==> config.mk <==
export PLATFORM = sky130hd
export DESIGN_NAME = iq_mic_assembler
export DESIGN_NICKNAME = d
export VERILOG_FILES = /design/src/rtl/iq_mic_assembler.sv
export SDC_FILE = /design/constraint.sdc
export NUM_CORES = 1
export LEC_CHECK = 0
export BUFFER_PORTS_ARGS = -buffer_cell sky130_fd_sc_hd__buf_2
export CAP_MARGIN = 10
export CORE_ASPECT_RATIO = 1.2
export CORE_MARGIN = 4
export CORE_UTILIZATION = 40
export DETAILED_ROUTE_END_ITERATION = 16
export SLEW_MARGIN = 10
export SYNTH_ARGS = -nofsm -noshare
export SYNTH_HDL_FRONTEND = slang
export SYNTH_SLANG_ARGS = --single-unit
export TNS_END_PERCENT = 1
==> constraint.sdc <==
create_clock -name IF_clk -period 33.7 [get_ports IF_clk]
set_input_delay 6.74 -clock IF_clk [delete_from_list [all_inputs] [get_ports IF_clk]]
set_output_delay 6.74 -clock IF_clk [all_outputs]
set_load 0.03 [all_outputs]
==> src/rtl/iq_mic_assembler.sv <==
// rtl/iq_mic_assembler.sv - double-buffered IQ/mic sample set assembler feeding the Tx frame builder
//
// Gathers one 48-bit IQ sample per receiver (channels 0..IF_max_chan) plus the
// latest microphone sample into a capture bank. A complete set is promoted into
// a hold bank and offered to the consumer through Tx_IQ_mic_rdy / Tx_IQ_mic_ack.
//
// Ports:
//   IF_clk, IF_reset       clock, asynchronous active-high reset
//   IF_max_chan            highest receiver index in use
//   IQ_in_valid/chan/data  IQ sample strobe, receiver index, {I,Q}
//   mic_valid/mic_data     microphone sample strobe and value
//   IF_chan                hold slot selected for Tx_IQ_mic_data
//   Tx_IQ_mic_ack          consumer handshake level
//   Tx_IQ_mic_rdy          hold bank has an unconsumed complete set
//   Tx_IQ_mic_data         {hold_iq[IF_chan], hold_mic}, combinational
//   overrun_cnt            saturating count of dropped IQ samples
`timescale 1ns/1ps

module iq_mic_assembler #(
  parameter int NUM_CHAN = 8
) (
  input  logic        IF_clk,
  input  logic        IF_reset,
  input  logic [2:0]  IF_max_chan,
  input  logic        IQ_in_valid,
  input  logic [2:0]  IQ_in_chan,
  input  logic [47:0] IQ_in_data,
  input  logic        mic_valid,
  input  logic [15:0] mic_data,
  input  logic [2:0]  IF_chan,
  input  logic        Tx_IQ_mic_ack,
  output logic        Tx_IQ_mic_rdy,
  output logic [63:0] Tx_IQ_mic_data,
  output logic [7:0]  overrun_cnt
);

  typedef enum logic [1:0] {
    H_EMPTY = 2'd0,
    H_READY = 2'd1,
    H_ACKED = 2'd2
  } hold_state_t;

  hold_state_t         state_q, state_d;

  logic [47:0]         cap_q  [NUM_CHAN];
  logic [47:0]         hold_q [NUM_CHAN];
  logic [NUM_CHAN-1:0] cap_mask_q, cap_mask_d;
  logic [15:0]         mic_latch_q;
  logic [15:0]         hold_mic_q;
  logic [2:0]          max_q;
  logic [7:0]          ovr_q;

  logic [NUM_CHAN-1:0] in_use;
  logic                set_complete;
  logic                max_chg;
  logic                promote;
  logic                iq_in_range;
  logic                iq_drop;
  logic                iq_write;

  // Channels 0..IF_max_chan take part in the set; unused slots count as filled.
  always_comb begin
    in_use = '0;
    for (int i = 0; i < NUM_CHAN; i++) begin
      if (i <= int'(IF_max_chan)) in_use[i] = 1'b1;
    end
  end

  assign set_complete = &(cap_mask_q | ~in_use);
  assign max_chg      = (IF_max_chan != max_q);
  assign iq_in_range  = IQ_in_valid && (IQ_in_chan <= IF_max_chan);

  // A sample is dropped only when the capture bank is full and stuck behind an
  // occupied hold bank. On a promotion or channel-count change the bank is being
  // emptied this very edge, so the sample goes into the fresh bank instead.
  assign iq_drop  = iq_in_range && cap_mask_q[IQ_in_chan] && set_complete &&
                    !promote && !max_chg;
  assign iq_write = iq_in_range && !iq_drop;

  // Mask clear first, then the incoming sample's bit, so a sample arriving on a
  // clearing edge survives as the first member of the next set.
  always_comb begin
    cap_mask_d = cap_mask_q;
    if (promote || max_chg) cap_mask_d = '0;
    if (iq_write) cap_mask_d[IQ_in_chan] = 1'b1;
  end

  // Hold FSM: state register
  always_ff @(posedge IF_clk or posedge IF_reset) begin
    if (IF_reset) state_q <= H_EMPTY;
    else          state_q <= state_d;
  end

  // Hold FSM: next state
  always_comb begin
    state_d = state_q;
    case (state_q)
      H_EMPTY: if (promote)        state_d = H_READY;
      H_READY: if (Tx_IQ_mic_ack)  state_d = H_ACKED;
      H_ACKED: if (!Tx_IQ_mic_ack) state_d = H_EMPTY;
      default:                     state_d = H_EMPTY;
    endcase
  end

  // Hold FSM: outputs. Promotion is held off on a channel-count change because
  // the mask is being discarded that edge.
  always_comb begin
    Tx_IQ_mic_rdy = 1'b0;
    promote       = 1'b0;
    case (state_q)
      H_EMPTY: promote       = set_complete && !max_chg;
      H_READY: Tx_IQ_mic_rdy = 1'b1;
      default: ;
    endcase
  end

  always_ff @(posedge IF_clk or posedge IF_reset) begin
    if (IF_reset) begin
      for (int i = 0; i < NUM_CHAN; i++) begin
        cap_q[i]  <= '0;
        hold_q[i] <= '0;
      end
      cap_mask_q  <= '0;
      mic_latch_q <= '0;
      hold_mic_q  <= '0;
      max_q       <= '0;
      ovr_q       <= '0;
    end else begin
      max_q      <= IF_max_chan;
      cap_mask_q <= cap_mask_d;
      if (iq_write) cap_q[IQ_in_chan] <= IQ_in_data;
      if (mic_valid) mic_latch_q <= mic_data;
      // Non-blocking copy: hold_mic takes the mic value from before this edge.
      if (promote) begin
        for (int i = 0; i < NUM_CHAN; i++) hold_q[i] <= cap_q[i];
        hold_mic_q <= mic_latch_q;
      end
      if (iq_drop && (ovr_q != 8'hFF)) ovr_q <= ovr_q + 8'd1;
    end
  end

  always_comb begin
    if (IF_chan <= IF_max_chan) Tx_IQ_mic_data = {hold_q[IF_chan], hold_mic_q};
    else                        Tx_IQ_mic_data = {48'h0, hold_mic_q};
  end

  assign overrun_cnt = ovr_q;

endmodule

==> impl_metrics.json, run 1 <==
{
  "slew_violations": 0,
  "setup_total_negative_slack_ns": 0,
  "drt-initial-drc-count": 906,
  "reg2reg_slack_ns": 29.52,
  "clkPwrFrac": 0.407,
  "grt_max_degree": 192,
  "layout_min_cycle_time_ns": 16.79,
  "power.density_nw_per_um2": 62.2,
  "numCtsBuffers": 86,
  "cts_tree": "done",
  "tightestPinTransition_ns": 1.20,
  "grt_pass1_vias": 19700,
  "cts-root-buf": "clkbuf_16",
  "avgSynthCellArea_um2": 16.6,
  "cts_resized": 0,
  "fp.coreArea_um2": 83600,
  "yosysTopAreaCell": "dfrtp_1",
  "synth_top_area_frac": 0.609,
  "ant_nets": 0,
  "rows": 116,
  "setup_viol": 0,
  "dieArea_um2": 89100,
  "crit_chain": "buf_6 > buf_4 > buf_4 > mux4_2 > mux2i_1 > nor2_1 > buf_2",
  "synthCells": 2032,
  "path_class": "in2out",
  "antenna_found_initial": 11,
  "mostFrequentLayoutCell": "dfrtp_1",
  "synth-compound-area-share": 0.00430,
  "synth-xor-area-share": 0.00286,
  "via_count": 17600,
  "dp_cells": 3205,
  "synth.area.mux_share": 0.348,
  "rsz0062_at_grt": "no",
  "clockBufferDepth": 3,
  "relSlewSlack": 0.202,
  "place_hpwl_um": 40000,
  "yosys_register_bits": 821,
  "clk_latency_ns": 0.64,
  "cp_common_cell": "buf_4",
  "fin_cells": 3369,
  "hold_buffers": 0,
  "outcome": "finished, final reports clean",
  "drt_first_pass_iters": 4,
  "ys_warn_count": 0,
  "synth_top_family_by_area": "multiplexers",
  "ir_worst_vdd_v": 0.0000382,
  "grt_pass1_wl_um": 116000,
  "place_congestion": 0.737,
  "cp-start-kind": "input pin",
  "io_pins": 151,
  "drt-wirelength-per-cell_um": 21.5,
  "finalCritPeriodShare": 0.498,
  "cp_slowest_cell": "buf_4",
  "nNetsFinal": 2257,
  "portBuffers": 150,
  "h-tree-depth": 3,
  "netlist-cell-type-count": 40,
  "synth.area.top_cells": "dfrtp_1 (61%), mux2_2 (26%), mux4_2 (6.4%)",
  "cp.required_ns": 26.96,
  "grt.overflow.total": 0,
  "final_cell_mix": "dfrtp_1 (821), mux2_2 (788), buf_2 (147)",
  "clkTransAtPathRegs_ns": 0.06,
  "cts.sinks": 821,
  "areaGrowthSynthToFinish_pct": 14.4,
  "pwr-share-comb": 0.091,
  "critPathMaxStageDelay_ns": 0.87,
  "synth_fa_ha_area_frac": 0.00260,
  "p_sw_mw": 0.553,
  "fmax_mhz": 59.6,
  "ys_seq_area_frac": 0.609,
  "cts_setup_buffers": 0,
  "syn_area_um2": 33700,
  "die_w_um": 273,
  "leakagePower_nw": 18.2,
  "synth_simple_gate_area_share": 0.0148,
  "hold_class": "reg2reg",
  "drc": 0,
  "p_int_mw": 1.85,
  "hold_slack_ns": 0.485,
  "synthesis.nets": 2117,
  "cp.arrival_ns": 10.05,
  "maxCapViolations": 0,
  "start_util": 0.404,
  "drive_gt1_frac": 0.544,
  "clock_skew_ns": 0.0232,
  "path_max_fanout": 41,
  "viasPerCell": 5.22,
  "grt_usage": 0.165,
  "critPathCaptureType": "output pin",
  "seq_power_share": 0.502,
  "swShare": 0.230,
  "die_h_um": 326,
  "hold_violations": 0,
  "wirelength_um": 72400
}
-- synthesized netlist by cell type, drive strengths merged --
master and instances:
xnor2 8, mux4 96, nand3 4, ha 7, nor3 5, nor3b 1, buf 96, nor4b 2
nor4 5, o21ai 2, mux2 801, nand2b 2, nand4b 1, or4b 1, and3 4, nand2 7
nand4 4, clkbuf 27, and2 2, a211o 1, a31oi 3, dfrtp 821, o22ai 1, a21oi 3
mux2i 52, xor2 3, a32oi 1, nor2 51, nor2b 4, inv 7, a21o 9, a21bo 1
-- cell type report --
cell class                 instances  area (um^2)
antenna                            5         12.5
clock buffer                     131         2560
clock inverter                    28          388
fill                            7325        45000
inverter                           7         33.8
multi-input combinational       1081        12600
sequential                       821        20500
tap                             1121         1400
timing repair buffer             175         1000
-- registers in the layout (all words and copies together), names as in the netlist --
signal,count
cap_q,384
hold_q,384
hold_mic_q,16
mic_latch_q,16
cap_mask_q,8
overrun_cnt,8
max_q,3
state_q,2
-- worst max-delay path: cells and delay by family --
family / cells / cell delay (ns)
buf+inv: 4 / 2.16
mux: 2 / 1.01
simple gates: 1 / 0.09
-- layer usage --
layer / global-route usage / part of all wire / wire length [um] / vias to the layer above
met5: 0 / 0.00070 / 51 / -
li1: - / - / - / 7668
met3: 0.0304 / 0.037 / 2660 / 113
met1: 0.220 / 0.45 / 32400 / 9579
met2: 0.279 / 0.49 / 35700 / 225
met4: 0.0438 / 0.021 / 1540 / 8
-- power groups by stage --
| stage | Clock (mW) | Combinational (mW) | Sequential, mW |
|---|---|---|---|
| after CTS | 1.00 | 0.225 | 1.20 |
| final | 0.976 | 0.219 | 1.20 |
| after global routing | 1.04 | 0.243 | 1.22 |
| after detailed placement | 0 | 0.224 | 1.22 |
| after global placement | 0 | 0.213 | 1.21 |
| after floorplan | 0 | 0.176 | 1.20 |
-- per-stage QoR --
step | power [mW] | setup slack (ns) | cell area [um^2] | utilization
6_report | 2.40 | 16.91 | 38600 | 0.462
3_3_place_gp | 1.42 | 16.77 | 35600 | 0.426
4_1_cts | 2.43 | 16.77 | 38600 | 0.461
2_1_floorplan | 1.38 | 3.90 | 33700 | -
5_1_grt | 2.51 | 16.58 | 38600 | 0.461
3_5_place_dp | 1.45 | 16.77 | 35600 | 0.426
-- final timing paths --
path | from | cells past startpoint | end
min | cap_q[8] | 1 | cap_q[8]
min in group asynchronous | IF_reset | 2 | hold_mic_q[11]
max in group asynchronous | IF_reset | 5 | cap_q[217]
min reg2reg | cap_q[8] | 1 | cap_q[8]
max reg2reg | max_q[0] | 7 | hold_q[243]
max | IF_chan[0] | 7 | Tx_IQ_mic_data[25]
-- kinds of logic after synthesis --
group                      Yosys count
and+or+nand+nor                     93
adders and majority gates            7
xor gates and xnor gates            11
buffers and inverters              130
DFF                                821
muxes                              949
AOI/OAI and AO/OA                   21
No activity file was read; power rests on OpenSTA's default activity.
==> run 2, diff against run 1 <==
==> constraint.sdc (replaced) <==
create_clock -name IF_clk -period 14.98 [get_ports IF_clk]
set_input_delay 2.996 -clock IF_clk [delete_from_list [all_inputs] [get_ports IF_clk]]
set_output_delay 2.996 -clock IF_clk [all_outputs]
set_load 0.03 [all_outputs]
==> impl_metrics.json, run 2 (synthesized netlist as in run 1, its figures left out) <==
{
  "place_hpwl_um": 41700,
  "relSlewSlack": 0.240,
  "die_w_um": 273,
  "cts_resized": 0,
  "top_regs": "cap_q x384, hold_q x384",
  "die_h_um": 326,
  "cts_tree": "done",
  "dieArea_um2": 89100,
  "grt_pass1_vias": 19900,
  "grt.overflow.total": 0,
  "clockBufferDepth": 3,
  "reg2reg_slack_ns": 11.26,
  "path_class": "in2out",
  "mostFrequentLayoutCell": "dfrtp_1",
  "cts.sinks": 821,
  "slew_violations": 0,
  "final_cell_mix": "dfrtp_1 (821), mux2_2 (788), buf_2 (147)",
  "place_area_um2": 35700,
  "clk_latency_ns": 0.63,
  "start_util": 0.404,
  "finalInstanceArea_um2": 38600,
  "finalPower_mw": 5.37,
  "maxCapViolations": 0,
  "wirelength_um": 74100,
  "drive_gt1_frac": 0.546,
  "via_count": 17600,
  "fp.coreArea_um2": 83600,
  "hold_slack_ns": 0.483,
  "r2r_end": "hold_q[263]",
  "timing.rr.start": "max_q[0]",
  "fmax_mhz": 116,
  "hold_end": "cap_q[152]",
  "clkTransAtPathRegs_ns": 0.06,
  "setup_viol": 0,
  "min_from": "cap_q[152]",
  "hold_class": "reg2reg",
  "drt-initial-drc-count": 942,
  "outcome": "finished, final reports clean",
  "grt_max_degree": 192,
  "reg2regPathDepth": 7,
  "antenna_found_initial": 12,
  "portBuffers": 150,
  "setup_total_negative_slack_ns": 0,
  "viasPerCell": 5.23,
  "cts_setup_buffers": 0,
  "path_max_fanout": 35,
  "dp_slack_ns": 6.19,
  "cp.arrival_ns": 5.64,
  "grt_pass1_wl_um": 118000,
  "drt_first_pass_iters": 4,
  "layout_min_cycle_time_ns": 8.63,
  "place_congestion": 0.739,
  "ant_nets": 0,
  "clock_skew_ns": 0.0245,
  "leakagePower_nw": 18.2,
  "critPathCaptureType": "output pin",
  "drt-wirelength-per-cell_um": 22.0,
  "cts-root-buf": "clkbuf_16",
  "power.density_nw_per_um2": 139,
  "io_pins": 151,
  "ir_worst_vdd_v": 0.0000906,
  "numCtsBuffers": 85,
  "cp_common_cell": "inv_1",
  "crit_chain": "buf_6 > inv_1 > ha_1 > inv_1 > a21o_1 > a21oi_1 > a31oi_4 > buf_4 > nor2_1 > buf_2",
  "finalCritPeriodShare": 0.576,
  "tightestPinTransition_ns": 1.14,
  "cp.required_ns": 11.98,
  "grt_usage": 0.169,
  "nNetsFinal": 2262,
  "areaGrowthSynthToFinish_pct": 14.3,
  "cp_slowest_cell": "a31oi_4",
  "layout_setup_ws_ns": 6.35,
  "hold_buffers": 0,
  "cp-start-kind": "input pin",
  "hold_violations": 0,
  "critPathMaxStageDelay_ns": 0.73,
  "rsz0062_at_grt": "no",
  "rows": 116,
  "h-tree-depth": 3,
  "drc": 0,
  "whs_path_depth": 1
}
## run 2: cell count changes in the layout (fill, tap and decap cells not counted), sizes merged
cell	previous run	this run
diode	5	3
clkbuf	131	127
clkinvlp	2	3
inv	12	8
clkinv	14	18
buf	175	181
## run 2: worst max-delay path by stage
stage / depth (start not counted) / start / slack, ns / to
final: 10 / IF_chan[0] / 6.35 / Tx_IQ_mic_data[29]
after global routing: 10 / IF_chan[0] / 6.07 / Tx_IQ_mic_data[44]
after CTS: 10 / IF_chan[0] / 6.20 / Tx_IQ_mic_data[29]
after detailed placement: 10 / IF_chan[0] / 6.19 / Tx_IQ_mic_data[29]
after global placement: 10 / IF_chan[0] / 6.27 / Tx_IQ_mic_data[44]
after floorplan: 1 / IF_reset / 0.71 / cap_mask_q[0]
## run 2: critical path: cells and delay by family
family | cells | cell delay (ns)
AO/OA/AOI/OAI | 3 | 0.93
buffers and inverters | 5 | 1.30
AND/OR/NAND/NOR | 1 | 0.10
adder cells (fa/ha/maj) | 1 | 0.20
## run 2: power by group
part | switching, mW | leakage, nW | internal [mW]
combinational | 0.204 | 6.03 | 0.289
clock | 0.870 | 1.43 | 1.29
sequential | 0.155 | 10.7 | 2.55
## run 2: per-stage QoR
step	std cells	util
after global placement	3210	0.426
after global routing	3368	0.461
after CTS	3367	0.461
after detailed placement	3211	0.427
final	3370	0.461
after floorplan	2032	-
## run 2: metal layers
| layer | share of wire | GRT usage | vias up |
|---|---|---|---|
| met1 | 0.44 | 0.223 | 9559 |
| met4 | 0.018 | 0.0444 | 12 |
| met3 | 0.041 | 0.0302 | 109 |
| met5 | 0.0010 | 0 | - |
| li1 | - | - | 7697 |
| met2 | 0.50 | 0.289 | 262 |
## run 2: final cells by class
| class | count | area (um^2) |
|---|---|---|
| antenna | 3 | 7.51 |
| clock buffer | 127 | 2540 |
| clock inverter | 29 | 355 |
| fill | 7371 | 45000 |
| inverter | 7 | 30.0 |
| multi-input combinational | 1081 | 12600 |
| sequential | 821 | 20500 |
| tap | 1121 | 1400 |
| timing repair buffer | 181 | 1040 |
